## config.mk

```make
export PLATFORM = sky130hd
export DESIGN_NAME = bounce_scanner
export DESIGN_NICKNAME = d
export VERILOG_FILES = /design/src/rtl/bounce_scanner.sv
export SDC_FILE = /design/constraint.sdc
export NUM_CORES = 1
export LEC_CHECK = 0
export ABC_AREA = 1
export BUFFER_PORTS_ARGS = -buffer_cell sky130_fd_sc_hd__buf_2
export CAP_MARGIN = 5
export CORE_MARGIN = 5
export CORE_UTILIZATION = 40
export DETAILED_ROUTE_END_ITERATION = 7
export GPL_ROUTABILITY_DRIVEN = 0
export PLACE_DENSITY = 0.7
export SYNTH_ARGS = -nofsm -noshare
export SYNTH_HDL_FRONTEND = slang
export SYNTH_SLANG_ARGS = --single-unit
```

## constraint.sdc

```tcl
create_clock -name clk -period 2.35 [get_ports clk]
set_input_delay 0.3525 -clock clk [delete_from_list [all_inputs] [get_ports clk]]
set_output_delay 0.3525 -clock clk [all_outputs]
set_load 0.02 [all_outputs]
```

## src/rtl/bounce_scanner.sv

```systemverilog
// bounce_scanner: one-hot scan register that bounces between the end bits or
// rotates in either direction, stepping once every dwell+1 enabled cycles.
// It raises end-of-travel pulses and counts arrivals at bit 0 in a
// wrapping counter that has a sticky overflow flag.
module bounce_scanner #(
    parameter int N             = 8,
    parameter int COUNTER_WIDTH = 8,
    parameter int DWELL_WIDTH   = 4,
    localparam int PW           = ($clog2(N) < 1) ? 1 : $clog2(N)
) (
    input  logic                     clk,
    input  logic                     rsta,
    input  logic                     ena,
    input  logic [1:0]               mode,
    input  logic [DWELL_WIDTH-1:0]   dwell,
    input  logic                     load,
    input  logic [PW-1:0]            load_pos,
    input  logic                     clr_count,
    output logic [N-1:0]             Q,
    output logic [PW-1:0]            pos,
    output logic                     dir,
    output logic                     tc_lsb,
    output logic                     tc_msb,
    output logic [COUNTER_WIDTH-1:0] period_count,
    output logic                     count_ovf
);

    typedef enum logic [1:0] {
        MODE_BOUNCE = 2'b00,
        MODE_ROT_R  = 2'b01,
        MODE_ROT_L  = 2'b10,
        MODE_HOLD   = 2'b11
    } mode_t;

    localparam logic [PW-1:0] POS_MAX = PW'(N - 1);

    mode_t                    mode_sel;
    logic                     active;
    logic                     step;
    logic                     eff_dir;
    logic [PW-1:0]            step_pos;
    logic                     step_dir;
    logic [PW-1:0]            load_clamped;

    logic [PW-1:0]            pos_reg, pos_next;
    logic                     dir_reg, dir_next;
    logic [DWELL_WIDTH-1:0]   presc_reg, presc_next;
    logic [N-1:0]             q_reg, q_next;
    logic                     tc_lsb_reg, tc_lsb_next;
    logic                     tc_msb_reg, tc_msb_next;
    logic [COUNTER_WIDTH-1:0] count_reg;
    logic                     ovf_reg;

    assign mode_sel = mode_t'(mode);
    assign active   = ena && (mode_sel != MODE_HOLD);
    // ">=" rather than "==" so that lowering dwell below the running
    // prescaler value fires the step on the next enabled cycle.
    assign step     = active && (presc_reg >= dwell);

    // Out-of-range load positions land on the MSB.
    assign load_clamped = ({1'b0, load_pos} > {1'b0, POS_MAX}) ? POS_MAX : load_pos;

    // Position and direction a step would produce in the current mode.
    always_comb begin
        step_pos = pos_reg;
        step_dir = dir_reg;
        eff_dir  = dir_reg;
        case (mode_sel)
            MODE_BOUNCE: begin
                if (pos_reg == '0) begin
                    eff_dir = 1'b0;
                end else if (pos_reg == POS_MAX) begin
                    eff_dir = 1'b1;
                end
                step_pos = eff_dir ? (pos_reg - 1'b1) : (pos_reg + 1'b1);
                if (step_pos == POS_MAX) begin
                    step_dir = 1'b1;
                end else if (step_pos == '0) begin
                    step_dir = 1'b0;
                end else begin
                    step_dir = eff_dir;
                end
            end
            MODE_ROT_R: begin
                step_pos = (pos_reg == '0) ? POS_MAX : (pos_reg - 1'b1);
                step_dir = 1'b1;
            end
            MODE_ROT_L: begin
                step_pos = (pos_reg == POS_MAX) ? '0 : (pos_reg + 1'b1);
                step_dir = 1'b0;
            end
            default: begin
            end
        endcase
    end

    // Next scan state: a load overrides a coincident step and never pulses tc.
    always_comb begin
        pos_next    = pos_reg;
        dir_next    = dir_reg;
        presc_next  = presc_reg;
        tc_lsb_next = 1'b0;
        tc_msb_next = 1'b0;
        if (load) begin
            pos_next   = load_clamped;
            dir_next   = 1'b1;
            presc_next = '0;
        end else if (step) begin
            pos_next    = step_pos;
            dir_next    = step_dir;
            presc_next  = '0;
            tc_lsb_next = (step_pos == '0);
            tc_msb_next = (step_pos == POS_MAX);
        end else if (active) begin
            presc_next = presc_reg + 1'b1;
        end
    end

    // One-hot decode of the next position so Q is registered alongside pos.
    generate
        for (genvar gi = 0; gi < N; gi++) begin : g_onehot
            assign q_next[gi] = (pos_next == PW'(gi));
        end
    endgenerate

    // Scan state registers; reset parks the pattern on the MSB heading to LSB.
    always_ff @(posedge clk or posedge rsta) begin
        if (rsta) begin
            pos_reg    <= POS_MAX;
            dir_reg    <= 1'b1;
            presc_reg  <= '0;
            q_reg      <= {1'b1, {(N-1){1'b0}}};
            tc_lsb_reg <= 1'b0;
            tc_msb_reg <= 1'b0;
        end else begin
            pos_reg    <= pos_next;
            dir_reg    <= dir_next;
            presc_reg  <= presc_next;
            q_reg      <= q_next;
            tc_lsb_reg <= tc_lsb_next;
            tc_msb_reg <= tc_msb_next;
        end
    end

    // Arrival-at-LSB counter with sticky wrap flag; clear beats increment.
    always_ff @(posedge clk or posedge rsta) begin
        if (rsta) begin
            count_reg <= '0;
            ovf_reg   <= 1'b0;
        end else if (clr_count) begin
            count_reg <= '0;
            ovf_reg   <= 1'b0;
        end else if (tc_lsb_next) begin
            count_reg <= count_reg + 1'b1;
            if (&count_reg) begin
                ovf_reg <= 1'b1;
            end
        end
    end

    assign Q            = q_reg;
    assign pos          = pos_reg;
    assign dir          = dir_reg;
    assign tc_lsb       = tc_lsb_reg;
    assign tc_msb       = tc_msb_reg;
    assign period_count = count_reg;
    assign count_ovf    = ovf_reg;

endmodule
```

# --- Word-level counts from Yosys, hierarchy flattened ---
# Index checks and enable logic that the tools add are counted.
classes:
  add_sub_neg: 4
  magnitude_cmp: 1
  eq_ne: 13
  n_mux: 26
  n_reduce_logical: 15
op_table:
  columns: ["cell", "count"]
  rows:
  - ["$eq A3 B3 Y1 const B", 7]
  - ["$mux W8", 2]
  - ["$mux W3", 5]
  - ["$mux W1", 14]
  - ["$logic_not A3 Y1", 4]
  - ["$mux W4", 3]
  - ["$pmux W3 S3", 1]
  - ["$add A8 B1 Y8 const B", 1]
  - ["$reduce_and A8 Y1", 1]
  - ["$eq A3 B2 Y1 const B", 2]
  - ["$reduce_bool A2 Y1", 3]
  - ["$add A4 B1 Y4 const B", 1]
  - ["$ge A4 B4 Y1", 1]
  - ["$reduce_and A2 Y1", 2]
  - ["$reduce_bool A4 Y1", 1]
  - ["$add A3 B1 Y3 const B", 1]
  - ["$eq A3 B1 Y1 const B", 1]
  - ["$pmux W1 S3", 1]
  - ["$reduce_bool A3 Y1", 1]
  - ["$sub A3 B1 Y3 const B", 1]
  - ["$eq A2 B1 Y1 const B", 1]
  - ["$eq A2 B2 Y1 const B", 1]
  - ["$logic_and A1 B1 Y1", 2]
  - ["$logic_not A2 Y1", 1]
  - ["$ne A2 B2 Y1 const B", 1]
word_totals:
  ff_bits: 27
  in_bits: 14
  out_inout_bits: 23
  word_cells: 67

# --- Longest topological paths before layout ---
# Gate-level depths: netlist of run 1.
depth:
  ltp_word: 11
  mapped_depth: 15
  depth_no_buf: 14

# --- Worst setup path after synthesis of run 1 ---
# OpenSTA, ideal clock, no wires.
synth_timing:
  kind: "register to register"
  startpoint: "register pos_reg[0] (netlist: pos[0])"
  endpoint: "register count_reg[4] (netlist: period_count[4])"
  setup_time_ns: 0.118
  arrival_time_ns: 1.947
  required_ns: 2.232
  slack_ns: 0.285
  stages_incl_launch_ff: 15
  n_path_buf: 1
  synth_period_minus_slack_ns: 2.065
  cell_sequence: "dfstp_2 -> inv_1 -> ha_1 -> inv_1 -> nand2_1 -> o21ai_0 -> nor2_1 -> nand2_1 -> nand2_2 -> nand2_2 -> nor2_4 -> buf_8 -> nand3_2 -> nand2_1 -> nor2_2"
synth_between:
  elab_chain_len: 10
  elab_cells_between_ends: 15
  cone_classes: "2 x add/sub; 1 x eq/ne; 9 x mux; 3 x reduce/logical"
synth_lines:
  columns: ["element", "line_no", "text"]
  rows:
  - ["start: declaration", "45", "logic [PW-1:0] pos_reg, pos_next;"]
  - ["start signal: assignment", "136", "pos_reg <= pos_next;"]
  - ["$eq A3 B3 Y1", "72, 89", null]
  - ["$mux W1", "72", "end else if (pos_reg == POS_MAX) begin"]
  - ["$mux W1", "70", "if (pos_reg == '0) begin"]
  - ["$mux W1", "68", "case (mode_sel)"]
  - ["$mux W3", "75", "step_pos = eff_dir ? (pos_reg - 1'b1) : (pos_reg + 1'b1);"]
  - ["$pmux W3 S3 (*)", "68", null]
  - ["$logic_not A3 Y1 (*)", "112", "tc_lsb_next = (step_pos == '0);"]
  - ["$mux W1 (*)", "108", "end else if (step) begin"]
  - ["$mux W1 (*)", "104", "if (load) begin"]
  - ["net tc_lsb_next", "49", "logic tc_lsb_reg, tc_lsb_next;"]
  - ["$reduce_bool A2 Y1 (no line) (*)", null, null]
  - ["end signal: assignment", "154", "count_reg <= count_reg + 1'b1;"]
  - ["end: declaration", "51", "logic [COUNTER_WIDTH-1:0] count_reg;"]
# Mark *: on every way through the listed nets, which the timed path passes. The rest lies on a longest branch. The select of a mux whose other input is x is not followed.
# A chain may end at the register's enable or synchronous reset.

# --- Worst setup path in the final report of run 1 ---
layout_timing:
  startpoint: "register pos_reg[0] (netlist: pos[0])"
  endpoint: "register count_reg[2] (netlist: period_count[2])"
layout_between:
  elab_chain_len: 10
  elab_cells_between_ends: 15
  cone_classes: "2 x add/sub; 1 x eq/ne; 9 x mux; 3 x reduce/logical"
layout_lines:
  columns: ["element", "line_no"]
  rows:
  - ["$eq A3 B3 Y1", "72, 89"]
  - ["$mux W1", "72"]
  - ["$mux W1", "70"]
  - ["$mux W1", "68"]
  - ["$mux W3", "75"]
  - ["$pmux W3 S3 (*)", "68"]
  - ["$logic_not A3 Y1 (*)", "112"]
  - ["$mux W1 (*)", "108"]
  - ["$mux W1 (*)", "104"]
  - ["$reduce_bool A2 Y1 (no line) (*)", null]
# Mark *: on every way between the ends. The rest lies on a longest branch, timed or not. The select of a mux whose other input is x is not followed.

==> flow_metrics.tcl, run 1 <==
set metrics [dict create \
    status "complete, no violations" \
    finalSetupTns_ps 0 \
    final_cells 313 \
    critical_path_class "reg -> reg" \
    power.leakage_uw 0.00112 \
    post-place-ws_ps 169 \
    start_util_pct 42.0 \
    wl_per_cell_um 11.0 \
    grt.overflow.total 0 \
    hpwl_um 2750 \
    first_iter_violations 54 \
    gr-usage-met3_pct 2.11 \
    fp.dieW_um 75.5 \
    yosysSeqAreaShare_pct 39.8 \
    dp.cells 306 \
    period_share_pct 90.0 \
    skew_ps 3.55 \
    max_freq_ghz 0.473 \
    netlist.area_leader.share_pct 32.1 \
    critPathMaxFanout 8 \
    slew_violations 0 \
    drive_gt1_share_pct 28.9 \
    cts_tree "yes" \
    grt_util_met1_pct 18.4 \
    clk_pin_slew_worst_paths_ps 90 \
    arrival_ps 2280 \
    busiest_layer "met2" \
    yosysTopAreaCell "dfrtp_1" \
    ir_drop_v 0.000334 \
    grt_pass1_wl_um 6140 \
    critPathCaptureType "flip-flop" \
    drv_cap 0 \
    dr.pass1.iters 4 \
    rr_startpoint "pos[0]$_DFF_PP1_" \
    synth_cells 221 \
    cts-root-buf "clkbuf_8" \
    globalRouteTotalUtil_pct 13.7 \
    avgSynthCellArea_um2 7.76 \
    fin_crit_ps 2110 \
    portBuffers 36 \
    hp-class "in -> async" \
    dr_total_vias 1481 \
    r2r_slack_ps 240 \
    die_y_um 75.5 \
    h-tree-depth 1 \
    syn_nets 249 \
    cts_hold_buf 0 \
    yosysUniqueCellTypes 28 \
    synth_area_leaders "dfrtp_1 32%, ha_1 10%, nand2_1 10%, dfstp_2 7.7%, inv_1 7.2%" \
    area_growth_pct 17.7 \
    fin_nets 292 \
    fp-row-count 23 \
    cts_made_buffers 3 \
    reg2reg_to "period_count[2]$_DFFE_PP0P_" \
    setup_slack_ps 236 \
    cts_sinks 27 \
    maxSlewHeadroom_pct 70.4 \
    yosys_warnings 0 \
    power.density_nw_per_um2 522 \
    clockBufferDepth 2 \
    rsz0062_at_grt "no" \
    core_area_um2 4090 \
    drc 0 \
    io_pins 37 \
    cp.required_ps 2520 \
    insertion_delay_ps 270 \
    syn-cell-area_um2 1720 \
    ant_nets 0 \
    viasPerCell 4.73 \
    ys_seq_elements 27 \
    wl_um 3440 \
    setup_violations 0 \
    tightest_slew_ps 438 \
    grt_max_degree 28 \
    cp-start-kind "flip-flop" \
    grt_pass1_vias 1419 \
    antenna_found_initial 0 \
    hold_viol 0 \
    use_met2_pct 23.2 \
    die-area_um2 5700 \
    final_util_pct 49.4 \
    diodes 0 \
    reg2reg_depth 15 \
]
placed cells by master (no fill, tap or decap), drive strengths merged:
cell / instances
nand2: 56
buf: 40
inv: 35
nor2: 32
nand3: 23
dfrtp: 22
ha: 14
o21ai: 9
a21oi: 8
dfstp: 5
xor2: 3
clkbuf: 3
nor3: 3
nand4: 2
o21bai: 2
clkinv: 2
or2: 1
o211ai: 1
o41ai: 1
nor4: 1
synth_stat cells:
cell type	number
clkbuf_1	1
a21oi_1	3
inv_2	2
nand2_2	10
o41ai_1	1
buf_8	1
nor2_4	1
nand4_1	2
nand2_1	46
dfrtp_1	22
nor3_2	1
a21oi_2	5
inv_1	33
nor4_1	1
xor2_1	3
nor2_2	4
o21ai_0	8
o211ai_1	1
clkinv_1	1
o21ai_1	1
nor2_1	27
nand3_2	2
o21bai_1	2
nand3_1	21
nor3_1	2
dfstp_2	5
or2_2	1
ha_1	14
cell families (layout without fill, tap and decap cells):
| group | Yosys count | in the layout | synth area share, % |
|---|---|---|---|
| adders and majority gates | 14 | 14 | 10.2 |
| buffers and inverters | 38 | 80 | 8.97 |
| xor gates and xnor gates | 3 | 3 | 1.53 |
| AOI/OAI and AO/OA | 21 | 21 | 7.88 |
| and+or+nand+nor | 118 | 118 | 31.7 |
| DFF | 27 | 27 | 39.8 |
power by group:
part	internal, uW	switching [uW]
Sequential	498	16.4
Clock	119	140
Combinational	95.0	186
Total	712	342
final cells by class:
cell class,count,area [um^2]
flip-flops and latches,27,682
clock inverters,1,5.00
clock buffers,3,41.3
multi-input cells,156,883
fillers,420,2070
inverters,36,135
well taps,50,62.6
repair buffers,40,210
per-stage QoR:
step	instance area (um^2)	power (uW)	hold WS [ps]
finish	2020	1050	119
global placement	1950	802	425
global route	2020	1130	148
CTS	1990	1070	131
floorplan	1720	728	402
detailed placement	1950	805	429
how the worst max path moves through the flow:
stage / from / end / slack, ps / depth (start not counted)
final: pos[0]$_DFF_PP1_ / period_count[2]$_DFFE_PP0P_ / 240 / 15
after global routing: pos[0]$_DFF_PP1_ / period_count[4]$_DFFE_PP0P_ / 60 / 15
after CTS: pos[0]$_DFF_PP1_ / period_count[5]$_DFFE_PP0P_ / 140 / 13
after detailed placement: pos[0]$_DFF_PP1_ / period_count[5]$_DFFE_PP0P_ / 170 / 13
after global placement: pos[0]$_DFF_PP1_ / period_count[2]$_DFFE_PP0P_ / 200 / 14
after floorplan: pos[0]$_DFF_PP1_ / period_count[4]$_DFFE_PP0P_ / 290 / 14
critical path, cell delays in order, from the launching register on:
cell and delay (ps):
dfstp_2 580, inv_1 110, ha_1 270, inv_1 70, nor2_1 30, nor2_1 120, nand2_1 60, nand3_1 70
nand2_1 60, nand2_2 80, nand2_2 80, nor2_4 120, buf_4 180, nand3_1 80, nand2_1 60, nor2_1 40
metal layers:
layer  vias up  share of wire [%]
met1       670                 46
li1        780                  -
met5         -                  0
met3         4                4.3
met4         0                1.1
met2        27                 48
what timing repair did:
| item | CTS | global route |
|---|---|---|
| resized for setup | 0 | 1 |
| endpoints found under the setup margin | 0 | 6 |
| buffers inserted | 0 | 3 |
No activity file was read; power rests on OpenSTA's default activity.
==> run 2: changes to the inputs <==
--- a/config.mk
+++ b/config.mk
@@ -5,11 +5,11 @@
 export SDC_FILE = /design/constraint.sdc
 export NUM_CORES = 1
 export LEC_CHECK = 0
-export ABC_AREA = 1
 export BUFFER_PORTS_ARGS = -buffer_cell sky130_fd_sc_hd__buf_2
 export CAP_MARGIN = 5
 export CORE_MARGIN = 5
 export CORE_UTILIZATION = 40
+export CTS_BUF_LIST = sky130_fd_sc_hd__clkbuf_4
 export DETAILED_ROUTE_END_ITERATION = 7
 export GPL_ROUTABILITY_DRIVEN = 0
 export PLACE_DENSITY = 0.7
==> flow_metrics.tcl, run 2 <==
set metrics [dict create \
    finalSetupTns_ps -2890 \
    cpMostUsedCell "a21o_1" \
    slew_violations 0 \
    setup_violations 19 \
    tightest_slew_ps 433 \
    avgSynthCellArea_um2 9.68 \
    dr_total_vias 1511 \
    synth_cells 169 \
    critPathLaunch "pos[1]$_DFF_PP1_" \
    syn-cell-area_um2 1640 \
    cpLargestDelayFamily "simple AND/OR/NAND/NOR gates" \
    r2r_slack_ps -250 \
    cts_made_buffers 3 \
    rsz0062_at_grt "yes" \
    critPathCaptureType "flip-flop" \
    setup_slack_ps -246 \
    syn_nets 197 \
    viasPerCell 5.19 \
    netlist_top_cells_count "22 x dfrtp_1, 14 x ha_1, 13 x inv_1, 13 x nor2_1, 12 x nand2_1" \
    clk_pin_slew_worst_paths_ps 150 \
    crit_buf_inv 2 \
    cp_cell_sequence "inv_4, ha_4, or3_4, a21o_1, a31o_1, a21o_1, buf_4, or4_4, a21oi_2" \
    grt.overflow.total 0 \
    cp-start-kind "flip-flop" \
    critical_path_class "reg -> reg" \
    core_area_um2 3970 \
    globalRouteTotalUtil_pct 15.5 \
    diodes 0 \
    violations "setup timing" \
    netlist.area_leader.share_pct 33.6 \
    fp-row-count 23 \
    hp-class "in -> async" \
    io_pins 37 \
    skew_ps 1.72 \
    grt_max_degree 28 \
    wl_um 4170 \
    finalHoldWorstSlack_ps 50.6 \
    rr_startpoint "pos[1]$_DFF_PP1_" \
    antenna_found_initial 0 \
    critPathMaxFanout 6 \
    die_y_um 74.0 \
    clockBufferDepth 2 \
    h-tree-depth 1 \
    yosysMostFrequentCell "dfrtp_1" \
    drv_cap 0 \
    yosysTopAreaCell "dfrtp_1" \
    cp.depth 9 \
    drc 0 \
    period_share_pct 110 \
    cts_hold_buf 0 \
    first_iter_violations 53 \
    total_power_uw 1080 \
    grt_pass1_vias 1498 \
    die-area_um2 5470 \
    final_common_cell "buf_2" \
    crit_end "period_count[7]$_DFFE_PP0P_" \
    slowest_delay_ps 630 \
    reg2reg_to "period_count[7]$_DFFE_PP0P_" \
    wl_per_cell_um 14.3 \
    fin_crit_ps 2600 \
    ys_seq_elements 27 \
    power.density_nw_per_um2 470 \
    power.leakage_uw 0.00117 \
    hpwl_um 2990 \
    start_util_pct 41.2 \
    maxSlewHeadroom_pct 70.9 \
    yosysUniqueCellTypes 49 \
    cts_sinks 27 \
    yosysSeqAreaShare_pct 41.7 \
    cp.required_ps 2620 \
    hold_viol 0 \
    synth_area_leaders "dfrtp_1 34%, ha_1 11%, dfstp_2 8.0%, inv_1 3.0%, nor2_1 3.0%" \
    critPathSlowestCell "dfstp_2" \
    yosys_warnings 0 \
    synth_flop_cell "dfrtp_1" \
    max_freq_ghz 0.385 \
    insertion_delay_ps 330 \
    status "complete, but fails checks" \
    place_area_um2 2120 \
    post-route-cell-area_um2 2300 \
    drive_gt1_share_pct 43.2 \
    ant_nets 0 \
    post-place-ws_ps -216 \
    reg2reg_depth 9 \
    dr.pass1.iters 4 \
    fp.dieW_um 74.0 \
    synth_edf_count 0 \
    fillerInstances 359 \
    area_growth_pct 40.8 \
    most-common-layout-cells "36 x buf_2, 33 x buf_4, 22 x dfrtp_1" \
    cts-root-buf "clkbuf_4" \
    fin_nets 270 \
    cts_tree "yes" \
    async_reset_ff_share_pct 100 \
    portBuffers 36 \
    arrival_ps 2870 \
    ir_drop_v 0.000271 \
    grt_pass1_wl_um 6840 \
]
-- run 2: cell types whose count changed after synthesis, moves of 4 or more --
cell,delta
o31ai_1,+4
nor2_2,-4
nand2_2,-10
nand2_1,-34
nand3_1,-16
nor2b_1,+6
inv_1,-20
a21oi_2,-5
nor3_1,+7
a21oi_1,+4
o21ai_0,-7
nand2b_1,+5
nor2_1,-14
-- run 2: metal layers --
layer,up-vias,track usage (%),part of all wire (%)
met1,716,22.0,45
met2,36,26.1,50
met3,6,0.811,3.3
li1,753,-,-
met4,0,3.62,1.7
met5,-,0,0
-- run 2: how the worst min path moves through the flow --
stage               start                     to  depth (start not counted)
floorplan            rsta         Q[0]$_DFF_PP0_                          1
global placement     rsta  count_ovf$_DFFE_PP0P_                          3
detailed placement   rsta  count_ovf$_DFFE_PP0P_                          3
CTS                  rsta         Q[3]$_DFF_PP0_                          3
global route         rsta         Q[5]$_DFF_PP0_                          3
finish               rsta         Q[1]$_DFF_PP0_                          3
-- run 2: worst register-to-register path, stage by stage (launching register included) --
cell and delay (ps):
dfstp_2 630, inv_4 70, ha_4 160, or3_4 350, a21o_1 160, a31o_1 220, a21o_1 220, buf_4 170
or4_4 420, a21oi_2 150
-- run 2: final cells by class --
class | count | area [um^2] | area share (%)
multi-input cells | 125 | 1020 | 44.1
flip-flops and latches | 27 | 682 | 29.6
repair buffers | 71 | 459 | 19.9
well taps | 50 | 62.6 | 2.71
inverters | 14 | 57.6 | 2.50
clock buffers | 3 | 22.5 | 0.977
clock inverters | 1 | 5.00 | 0.217
-- run 2: report_power, final --
group          internal (uW)  switching (uW)
clock network           63.9             140
logic                    187             187
registers                490            16.0
total                    740             343
-- run 2: metrics by stage --
step | std cells | utilization [%]
floorplan | 169 | -
global placement | 283 | 53.5
detailed placement | 283 | 53.5
CTS | 290 | 55.8
global route | 291 | 58.0
finish | 291 | 58.0
-- run 2: logic make-up after synthesis --
kind of cell / synth area share, %
XOR/XNOR: 2.14
adder cells (fa/ha/maj): 10.7
multiplexers: 3.29
AO/OA/AOI/OAI: 14.8
flip-flops: 41.7
AND/OR/NAND/NOR: 23.1
buffers and inverters: 4.36
-- run 2: what timing repair did --
action	in CTS	in global routing
setup buffers	3	1
resized for setup	8	15
cloned	0	0
pin swaps	4	6
endpoints found under the setup margin	19	20
endpoints found under the hold margin	0	0
